==> src/rtl/riscv_pkg.sv <==
// Shared encodings for the multiply unit: mulctl operation select and FSM states.
package riscv_pkg;

  localparam logic [1:0] MULCTL_MUL    = 2'b00;
  localparam logic [1:0] MULCTL_MULH   = 2'b01;
  localparam logic [1:0] MULCTL_MULHSU = 2'b10;
  localparam logic [1:0] MULCTL_MULHU  = 2'b11;

  typedef enum logic [1:0] {
    ST_IDLE = 2'b00,
    ST_CALC = 2'b01,
    ST_DONE = 2'b10
  } mul_state_e;

endpackage

==> src/rtl/mul_unit.sv <==
// Iterative shift-add multiplier (RV32M MUL/MULH/MULHSU/MULHU), one step per clock.
// Optional MUL_UNIT_ZERO_SKIP_EN: a zero operand short-circuits to DONE.
module mul_unit
  import riscv_pkg::*;
#(
  parameter int XLEN = 32
) (
  input  logic            clk,
  input  logic            rst_n,
  input  logic            start,
  input  logic [1:0]      mulctl,
  input  logic [XLEN-1:0] rs1,
  input  logic [XLEN-1:0] rs2,
  output logic            busy,
  output logic            exdone,
  output logic [XLEN-1:0] result
);

  localparam int CW = $clog2(XLEN + 1);

  mul_state_e        state_q;
  logic [XLEN-1:0]   mcand_q;
  logic [2*XLEN-1:0] acc_q;
  logic [CW-1:0]     count_q;
  logic [1:0]        op_q;
  logic              neg_q;
  logic [XLEN-1:0]   result_q;
  logic              exdone_q;

  logic              rs1_neg_d;
  logic              rs2_neg_d;
  logic [XLEN-1:0]   mag1_d;
  logic [XLEN-1:0]   mag2_d;
  logic [XLEN:0]     sum_d;
  logic [2*XLEN-1:0] acc_d;
  logic [2*XLEN-1:0] product_d;
  logic              skip_d;

  // Operands are converted to magnitudes at latch time; the sign is re-applied in DONE.
  always_comb begin
    rs1_neg_d = rs1[XLEN-1] && ((mulctl == MULCTL_MULH) || (mulctl == MULCTL_MULHSU));
    rs2_neg_d = rs2[XLEN-1] && (mulctl == MULCTL_MULH);
    mag1_d    = rs1_neg_d ? (~rs1 + 1'b1) : rs1;
    mag2_d    = rs2_neg_d ? (~rs2 + 1'b1) : rs2;
  end

  // Low half of acc holds the remaining multiplier bits; the carry of the upper add shifts in.
  always_comb begin
    sum_d     = {1'b0, acc_q[2*XLEN-1:XLEN]} + (acc_q[0] ? {1'b0, mcand_q} : {(XLEN+1){1'b0}});
    acc_d     = {sum_d, acc_q[XLEN-1:1]};
    product_d = neg_q ? (~acc_q + 1'b1) : acc_q;
  end

`ifdef MUL_UNIT_ZERO_SKIP_EN
  assign skip_d = (count_q == '0) && ((mcand_q == '0) || (acc_q[XLEN-1:0] == '0));
`else
  assign skip_d = 1'b0;
`endif

  always_ff @(posedge clk or negedge rst_n) begin
    if (!rst_n) begin
      state_q  <= ST_IDLE;
      mcand_q  <= '0;
      acc_q    <= '0;
      count_q  <= '0;
      op_q     <= MULCTL_MUL;
      neg_q    <= 1'b0;
      result_q <= '0;
      exdone_q <= 1'b0;
    end else begin
      case (state_q)
        ST_IDLE: begin
          exdone_q <= 1'b0;
          if (start) begin
            mcand_q <= mag1_d;
            acc_q   <= {{XLEN{1'b0}}, mag2_d};
            op_q    <= mulctl;
            neg_q   <= rs1_neg_d ^ rs2_neg_d;
            count_q <= '0;
            state_q <= ST_CALC;
          end
        end
        ST_CALC: begin
          if (skip_d) begin
            acc_q   <= '0;
            neg_q   <= 1'b0;
            state_q <= ST_DONE;
          end else begin
            acc_q   <= acc_d;
            count_q <= count_q + 1'b1;
            if (count_q == CW'(XLEN - 1)) begin
              state_q <= ST_DONE;
            end
          end
        end
        ST_DONE: begin
          result_q <= (op_q == MULCTL_MUL) ? product_d[XLEN-1:0] : product_d[2*XLEN-1:XLEN];
          exdone_q <= 1'b1;
          state_q  <= ST_IDLE;
        end
        default: begin
          state_q <= ST_IDLE;
        end
      endcase
    end
  end

  assign busy   = (state_q != ST_IDLE);
  assign exdone = exdone_q;
  assign result = result_q;

endmodule

==> config.mk <==
export PLATFORM = sky130hd
export DESIGN_NAME = mul_unit
export DESIGN_NICKNAME = d
export VERILOG_FILES = /design/src/rtl/riscv_pkg.sv /design/src/rtl/mul_unit.sv
export SDC_FILE = /design/constraint.sdc
export NUM_CORES = 1
export LEC_CHECK = 0
export ABC_AREA = 1
export CORE_MARGIN = 3
export CORE_UTILIZATION = 40
export CTS_CLUSTER_DIAMETER = 150
export DETAILED_ROUTE_END_ITERATION = 6
export HOLD_SLACK_MARGIN = 0.06
export SLEW_MARGIN = 5
export SYNTH_ARGS = -nofsm -noshare
export SYNTH_HDL_FRONTEND = slang
export SYNTH_SLANG_ARGS = --single-unit
export TNS_END_PERCENT = 20
==> constraint.sdc <==
create_clock -name clk -period 6.4 [get_ports clk]
set_clock_uncertainty 0.2 [all_clocks]
set_input_delay 0.64 -clock clk [delete_from_list [all_inputs] [get_ports clk]]
set_output_delay 0.64 -clock clk [all_outputs]
set_load 0.01 [all_outputs]
# Word-level counts from Yosys, hierarchy flattened
# Cells that the tools add are included.
# op_classes
n_addsub	5
multipliers	0
n_div	0
magnitude_cmp	0
eq_ne	7
shift	0
muxes	13
n_bitwise	4
reduce_logical	11
# op_table
cell	count
$mux 32	4
$mux 64	2
$pmux 64 s2	1
$add 32x1->32 const B	2
$add 64x1->64 const B	1
$not 32->32	2
$not 64->64	1
$add 32x32->33	1
$pmux 6 s2	1
$add 6x1->6 const B	1
$eq 6x5->1 const B	1
$mux 6	1
$reduce_and 2->1	3
$reduce_bool 2->1	3
$eq 2x1->1 const B	2
$eq 2x2->1 const B	2
$logic_not 2->1	2
$mux 2	2
$ne 2x2->1 const B	2
$pmux 2 s2	1
$logic_and 1x1->1	2
$pmux 1 s2	1
$logic_or 1x1->1	1
$xor 1x1->1	1
# word_totals
register_bits	140
latchBits	0
ramBits	0
rom_bits	0
input_bits	69
out_inout_bits	34
elab_cells	48
n_memories	0

# Depth between registers and ports, before layout
# Gate-level depths: netlist (run 1).
# logic_depth
depth_word	5
depth_mapped	17
ltp_nobuf	15

# Worst setup path after synthesis (run 1)
# OpenSTA, ideal clock, no wires.
# synth_timing
kind	register to register
start	register acc_q[0]
end	register acc_q[59]
setup_ps	118
arrival_ps	2214
required_ps	6082
setup_slack_ps	3868
stages_incl_launch_ff	18
n_path_buf	2
cell_sequence	dfrtp_1 buf_2 clkbuf_1 nand2_1 inv_1 ha_1 inv_1 fa_1 o21ai_1 nand2_1 nand2_1 nand2_1 nand2_1 nand3_1 nand2_1 nand2_1 nand3_1 nand2_1
# synth_via
elab_chain_len	3
# synth_rtl
item	line	text
start, declared	mul_unit.sv:23	logic [2*XLEN-1:0] acc_q;
start signal, assigned	mul_unit.sv:76	acc_q <= {{XLEN{1'b0}}, mag2_d};
$mux 32	mul_unit.sv:49	sum_d = {1'b0, acc_q[2*XLEN-1:XLEN]} + (acc_q[0] ? {1'b0, mcand_q} : {(XLEN+1){1'b0}});
$add 32x32->33	mul_unit.sv:49	
$pmux 64 s2	mul_unit.sv:71	case (state_q)
# No other way between the ends.
# A chain may end at the register's enable or synchronous reset.

# Final worst setup path (run 1)
# layout_timing
start	input start
end	register acc_q[38]
# layout_via
elab_chain_len	2
# layout_rtl
item	line	text
start, declared	mul_unit.sv:10	input logic start,
$ne 2x2->1 (no line)	--	
$reduce_and 2->1 (no line)	--	
# No other way between the ends.

==> results of run 1 <==
-- logic make-up after synthesis --
family / count (synthesis)
flops: 140
xor+xnor: 40
simple gates: 1086
buf+inv: 269
fa+ha+maj: 38
compound gates: 328
-- metrics by stage --
stage                     cell area, µm²  hold WS (ns)  util, %  instances
after global placement             13100         0.266     45.4       2343
final                              13700        0.0936     47.5       2375
after floorplan                    11700         0.144        -       1901
after detailed placement           13100         0.268     45.4       2343
after CTS                          13700         0.125     47.5       2375
after global routing               13700         0.165     47.5       2375
-- worst max-delay path, delay by kind of cell --
kind                   cells  cell delay (ns)
buffers and inverters      4             1.84
AO/OA/AOI/OAI              1             0.29
AND/OR/NAND/NOR            2             0.85
-- layout make-up --
type	instances	area (µm²)
multi-input combinational	1492	7220
inverter	215	807
clock buffer	19	453
sequential	140	3500
tap	384	480
clock inverter	13	133
timing repair buffer	112	1100
fill	3119	15200
-- path summary, 6_finish.rpt --
| check | startpoint | to | slack, ns | depth (start not counted) |
|---|---|---|---|---|
| setup / recovery | start | acc_q[38]$_DFFE_PN0P_ | 2.87 | 7 |
| hold / removal | rst_n | acc_q[58]$_DFFE_PN0P_ | 0.09 | 1 |
| setup reg to reg | state_q[1]$_DFFE_PN0P_ | acc_q[38]$_DFFE_PN0P_ | 2.99 | 7 |
| hold reg to reg | mcand_q[27]$_DFFE_PN0P_ | mcand_q[27]$_DFFE_PN0P_ | 0.28 | 2 |
| max in group asynchronous | rst_n | acc_q[11]$_DFFE_PN0P_ | 4.72 | 2 |
| min in group clk | mcand_q[27]$_DFFE_PN0P_ | mcand_q[27]$_DFFE_PN0P_ | 0.28 | 2 |
-- cells in the final DEF, fill, tap and decap left out, drive strengths merged, types with 2 or more instances in the layout --
cell and instances:
nor3 21, nor2 303, and3 2, xor2 31, nand3b 6, nand4 17, clkbuf 19, inv 218
clkinv 6, buf 11, and2 2, nand3 181, nand2 547, a21boi 3, a21oi 108, or2 5
xnor2 9, ha 37, o221ai 4, o21ai 148, o31ai 2, o211ai 2, o22ai 8, o21bai 7
clkinvlp 3, o21a 2, a21o 3, clkdlybuf4s50 101, dfrtp 140, a22oi 27, a31oi 11
-- routing by layer --
layer / part of all wire, % / track usage, %
met5: 0 / 0
met4: 2.0 / 6.97
met3: 6.3 / 3.87
met2: 42 / 38.7
met1: 50 / 40.5
-- sequential cells by signal, indices dropped and copies added, names as in the netlist --
name     cells
acc_q       64
mcand_q     32
result      32
count_q      6
op_q         2
state_q      2
exdone       1
neg_q        1
-- power groups by stage --
stage	clock network, µW	registers (µW)	logic (µW)
final	1010	1940	3690
after global routing	1060	1990	4180
after CTS	1020	1920	3660
after detailed placement	0	1930	3640
after global placement	0	1930	3600
after floorplan	0	1660	2580
==> impl_metrics.tcl, run 1 <==
set metrics [dict create \
    vias 12685 \
    die_y_um 177 \
    synthSimpleGateAreaFrac_pct 38.6 \
    cp-start-kind "primary input" \
    slew_headroom_pct 30.4 \
    hold_viol_final 0 \
    holdBufCountCts 0 \
    grt_max_degree 90 \
    fmax_ghz 0.283 \
    finalMaxSlewViolations 0 \
    cts.sinks 140 \
    cts_buffers 17 \
    synth_area_mm2 0.0117 \
    start_util_pct 40.7 \
    status "finished, final reports clean" \
    hold_path_class "primary input to asynchronous set/reset pin" \
    synthCells 1901 \
    drtIter0Drc 1280 \
    cts_root_buf "clkbuf_16" \
    synth_area_leaders "dfrtp_1, nand2_1, nor2_1" \
    grt_pass1_wl_mm 65.1 \
    overflow 0 \
    clkPwrFrac_pct 15.2 \
    rsz0062_at_grt "no" \
    yosysTopAreaCell "dfrtp_1" \
    clk_pin_slew_ns 0.06 \
    worstPathCellList "clkdlybuf4s50_1 > nand2_2 > buf_4 > inv_2 > nor2_2 > inv_2 > o21ai_0" \
    die_w_um 177 \
    yosys_most_used_dff "dfrtp_1" \
    layout_setup_ws_ns 2.87 \
    period_share_pct 55.2 \
    finalSetupViolations 0 \
    dp_slack_ns 2.44 \
    vias_per_cell 5.34 \
    tns_ns 0 \
    avgSynthCellArea_um2 6.18 \
    finalWeightedCongestion 0.953 \
    ys_seq_elements 140 \
    htreeDepth 4 \
    cpMaxStageDelayCell "nor2_2" \
    cts_setup_buffers 0 \
    total_power_uw 6650 \
    layout-drive-gt1-share_pct 4.47 \
    worstPathMaxFanout 79 \
    finalNetCount 2085 \
    diodes 0 \
    tightest_slew_ns 1.04 \
    cp.arrival_ns 3.66 \
    swShare_pct 52.2 \
    syn2layout_area_growth_pct 16.6 \
    synth-seq-area-share_pct 29.8 \
    power-per-cell-area_mw_per_mm2 485 \
    fp-row-count 62 \
    insertion_delay_ns 0.43 \
    gr-usage-all-layers_pct 26.4 \
    synth_fa_ha_area_share_pct 4.11 \
    core_mm2 0.0289 \
    synth_common_cells "nand2_1, nor2_1, inv_1" \
    end_kind "flop" \
    yosysMostFrequentCell "nand2_1" \
    dieArea_mm2 0.0315 \
    maxCapViolCount 0 \
    netlist.area_leader.share_pct 29.8 \
    drc 0 \
    synth_edf_count 0 \
    netSwitchingPower_uw 3470 \
    totalWireLength_mm 41.4 \
    cpMostUsedCell "inv_2" \
    syn-num-nets 2008 \
    post_cts_resized 0 \
    dr.pass1.iters 6 \
    synth_top_family_by_area "simple AND/OR/NAND/NOR gates" \
    seq_power_share_pct 29.2 \
    ant_nets 0 \
    dp_hpwl_mm 32.7 \
    clock_path_buffers 2 \
    vdd_drop_max_mv 0.285 \
    critPathKind "primary input to flop" \
    muxShareOfSynthArea_pct 0 \
    yosys.cell_types.count 47 \
    timing.final.crit_period_ns 3.53 \
    port_buffers 102 \
    p_int_uw 3180 \
    cts_tree "yes" \
    ys_warn_count 0 \
    yosys.area_share.xor_xnor_pct 2.98 \
    synth_compound_area_share_pct 15.7 \
    p_leak_uw 0.00667 \
    grt_pass1_vias 11580 \
    critPathMaxStageDelay_ns 0.79 \
    ios 103 \
    combPwrFrac_pct 55.6 \
    grt_antenna_before_repair 0 \
    critical_path_required_ns 6.53 \
    async_flop_share_pct 100 \
    wl_per_cell_um 17.4 \
]
(Power assumes the default switching activity.)
==> run 2, diff against run 1 <==
==> constraint.sdc (replaced) <==
create_clock -name clk -period 3.7 [get_ports clk]
set_clock_uncertainty 0.2 [all_clocks]
set_input_delay 0.37 -clock clk [delete_from_list [all_inputs] [get_ports clk]]
set_output_delay 0.37 -clock clk [all_outputs]
set_load 0.01 [all_outputs]
==> run 2 against run 1 <==
Non-clock buffer count is 5 higher; clock power grew 93%; largest power group unchanged; register-to-register slack worse by 2.1 ns; sequential power is 72% higher; critical path depth up 6; routed wire length is 4.5% higher; sequential share of layout area fell by 0.20 points.
==> impl_metrics.tcl, run 2 (synthesized netlist as in run 1, its figures left out) <==
set metrics [dict create \
    fmax_ghz 0.358 \
    finalNetCount 2090 \
    die_w_um 177 \
    grt_pass1_wl_mm 67.8 \
    layout_commonest_cell "nand2_1" \
    cts_tree "yes" \
    diodes 0 \
    htreeDepth 4 \
    worstPathMaxFanout 30 \
    ant_nets 0 \
    hold_path_class "flop to flop" \
    vias 12752 \
    tightest_slew_ns 0.880 \
    cpMostUsedCell "nand2_1" \
    clk_pin_slew_ns 0.07 \
    min_to "mcand_q[21]$_DFFE_PN0P_" \
    syn2layout_area_growth_pct 17.5 \
    finalWeightedCongestion 0.974 \
    die_y_um 177 \
    rr_endpoint "acc_q[62]$_DFFE_PN0P_" \
    post_cts_resized 0 \
    largest_reg_flops 64 \
    gr-usage-all-layers_pct 27.8 \
    cts_root_buf "clkbuf_16" \
    wl_per_cell_um 18.2 \
    ios 103 \
    timing.final.crit_period_ns 2.79 \
    cp-start-kind "flop" \
    dr.pass1.iters 5 \
    insertion_delay_ns 0.44 \
    cts.sinks 140 \
    clock_path_buffers 2 \
    totalWireLength_mm 43.2 \
    start_util_pct 40.7 \
    hold_viol_final 0 \
    fp-row-count 62 \
    tns_ns 0 \
    grt_antenna_before_repair 0 \
    dp_hpwl_mm 34.0 \
    status "finished, final reports clean" \
    cts_setup_buffers 0 \
    drc 0 \
    overflow 0 \
    slew_headroom_pct 41.3 \
    power-per-cell-area_mw_per_mm2 853 \
    holdWs_ns 0.284 \
    core_mm2 0.0289 \
    critPathKind "flop to flop" \
    hold_depth 2 \
    p_leak_uw 0.00673 \
    cp.arrival_ns 2.92 \
    period_share_pct 75.5 \
    vdd_drop_max_mv 0.449 \
    cts_buffers 17 \
    critical_path_required_ns 3.83 \
    vias_per_cell 5.36 \
    rr_worst_depth 13 \
    critPathMaxStageDelay_ns 0.42 \
    rsz0062_at_grt "no" \
    hp-start "mcand_q[21]$_DFFE_PN0P_" \
    regMostFlops "acc_q" \
    worstPathCellList "buf_4 > nand2_1 > inv_1 > ha_1 > nand2_1 > nor2_1 > nand2_1 > nor3_1 > nand2_1 > nand2_1 > nand2_1 > nand3_1 > nand2_1" \
    crit_start "acc_q[0]$_DFFE_PN0P_" \
    finalSetupViolations 0 \
    grt_max_degree 80 \
    maxCapViolCount 0 \
    cpMaxStageDelayCell "dfrtp_1" \
    end_kind "flop" \
    holdBufCountCts 1 \
    drtIter0Drc 1266 \
    dieArea_mm2 0.0315 \
    r2r_start "acc_q[0]$_DFFE_PN0P_" \
    final_cell_mix "nand2_1, nor2_1, inv_1" \
    port_buffers 102 \
    finalMaxSlewViolations 0 \
    r2r_setup_slack_ns 0.91 \
    grt_pass1_vias 11985 \
    layout-drive-gt1-share_pct 4.56 \
]
==> run 2: cell count changes in the layout (fill, tap and decap cells not counted), sizes merged <==
cell	delta
dlygate4sd3	+1
clkinvlp	-2
clkinv	+1
clkbuf	-2
buf	+4
bufinv	+4
inv	-3
==> run 2: worst max-delay path, delay by kind of cell (launching register included) <==
kind                     cells  cell delay (ns)
buffers and inverters        2             0.30
flip-flops                   1             0.42
adder cells (fa/ha/maj)      1             0.37
AND/OR/NAND/NOR             10             1.37
==> run 2: area by class of cell <==
| cell class | count | area, µm² |
|---|---|---|
| clock buffer | 17 | 425 |
| clock inverter | 13 | 215 |
| fill | 3059 | 15100 |
| inverter | 215 | 807 |
| multi-input combinational | 1492 | 7220 |
| sequential | 140 | 3500 |
| tap | 384 | 480 |
| timing repair buffer | 117 | 1150 |
==> run 2: routing by layer <==
metal  track usage, %  up-vias  part of all wire (%)
li1                 -     6358                     -
met1             42.1     5897                    49
met2             41.3      450                    42
met3             3.96       47                   6.7
met4             7.56        0                   2.0
met5                0        -                     0
==> run 2: worst max path at each step <==
stage,to,slack [ns],depth (start not counted)
2_1_floorplan,acc_q[59]$_DFFE_PN0P_,1.17,17
3_3_place_gp,acc_q[62]$_DFFE_PN0P_,0.96,13
3_5_place_dp,acc_q[62]$_DFFE_PN0P_,0.99,13
4_1_cts,acc_q[62]$_DFFE_PN0P_,0.98,13
5_1_grt,acc_q[62]$_DFFE_PN0P_,0.72,13
6_report,acc_q[62]$_DFFE_PN0P_,0.91,13
==> run 2: power by group <==
part | total (µW) | internal, µW | leakage [µW] | switching, µW
logic | 6490 | 2260 | 0.00469 | 4230
clock network | 1950 | 1200 | 0.000310 | 751
registers | 3330 | 2260 | 0.00172 | 1070
==> run 2: stage by stage <==
step	util, %	std cells	total power, µW	area [µm²]	worst slack, ns
final	47.8	2378	11800	13800	0.908
after global routing	47.8	2378	12800	13800	0.724
after CTS	47.8	2378	11700	13800	0.975
after detailed placement	45.6	2347	9710	13200	0.991
after global placement	45.6	2347	9670	13200	0.958
after floorplan	-	1901	7330	11700	1.17
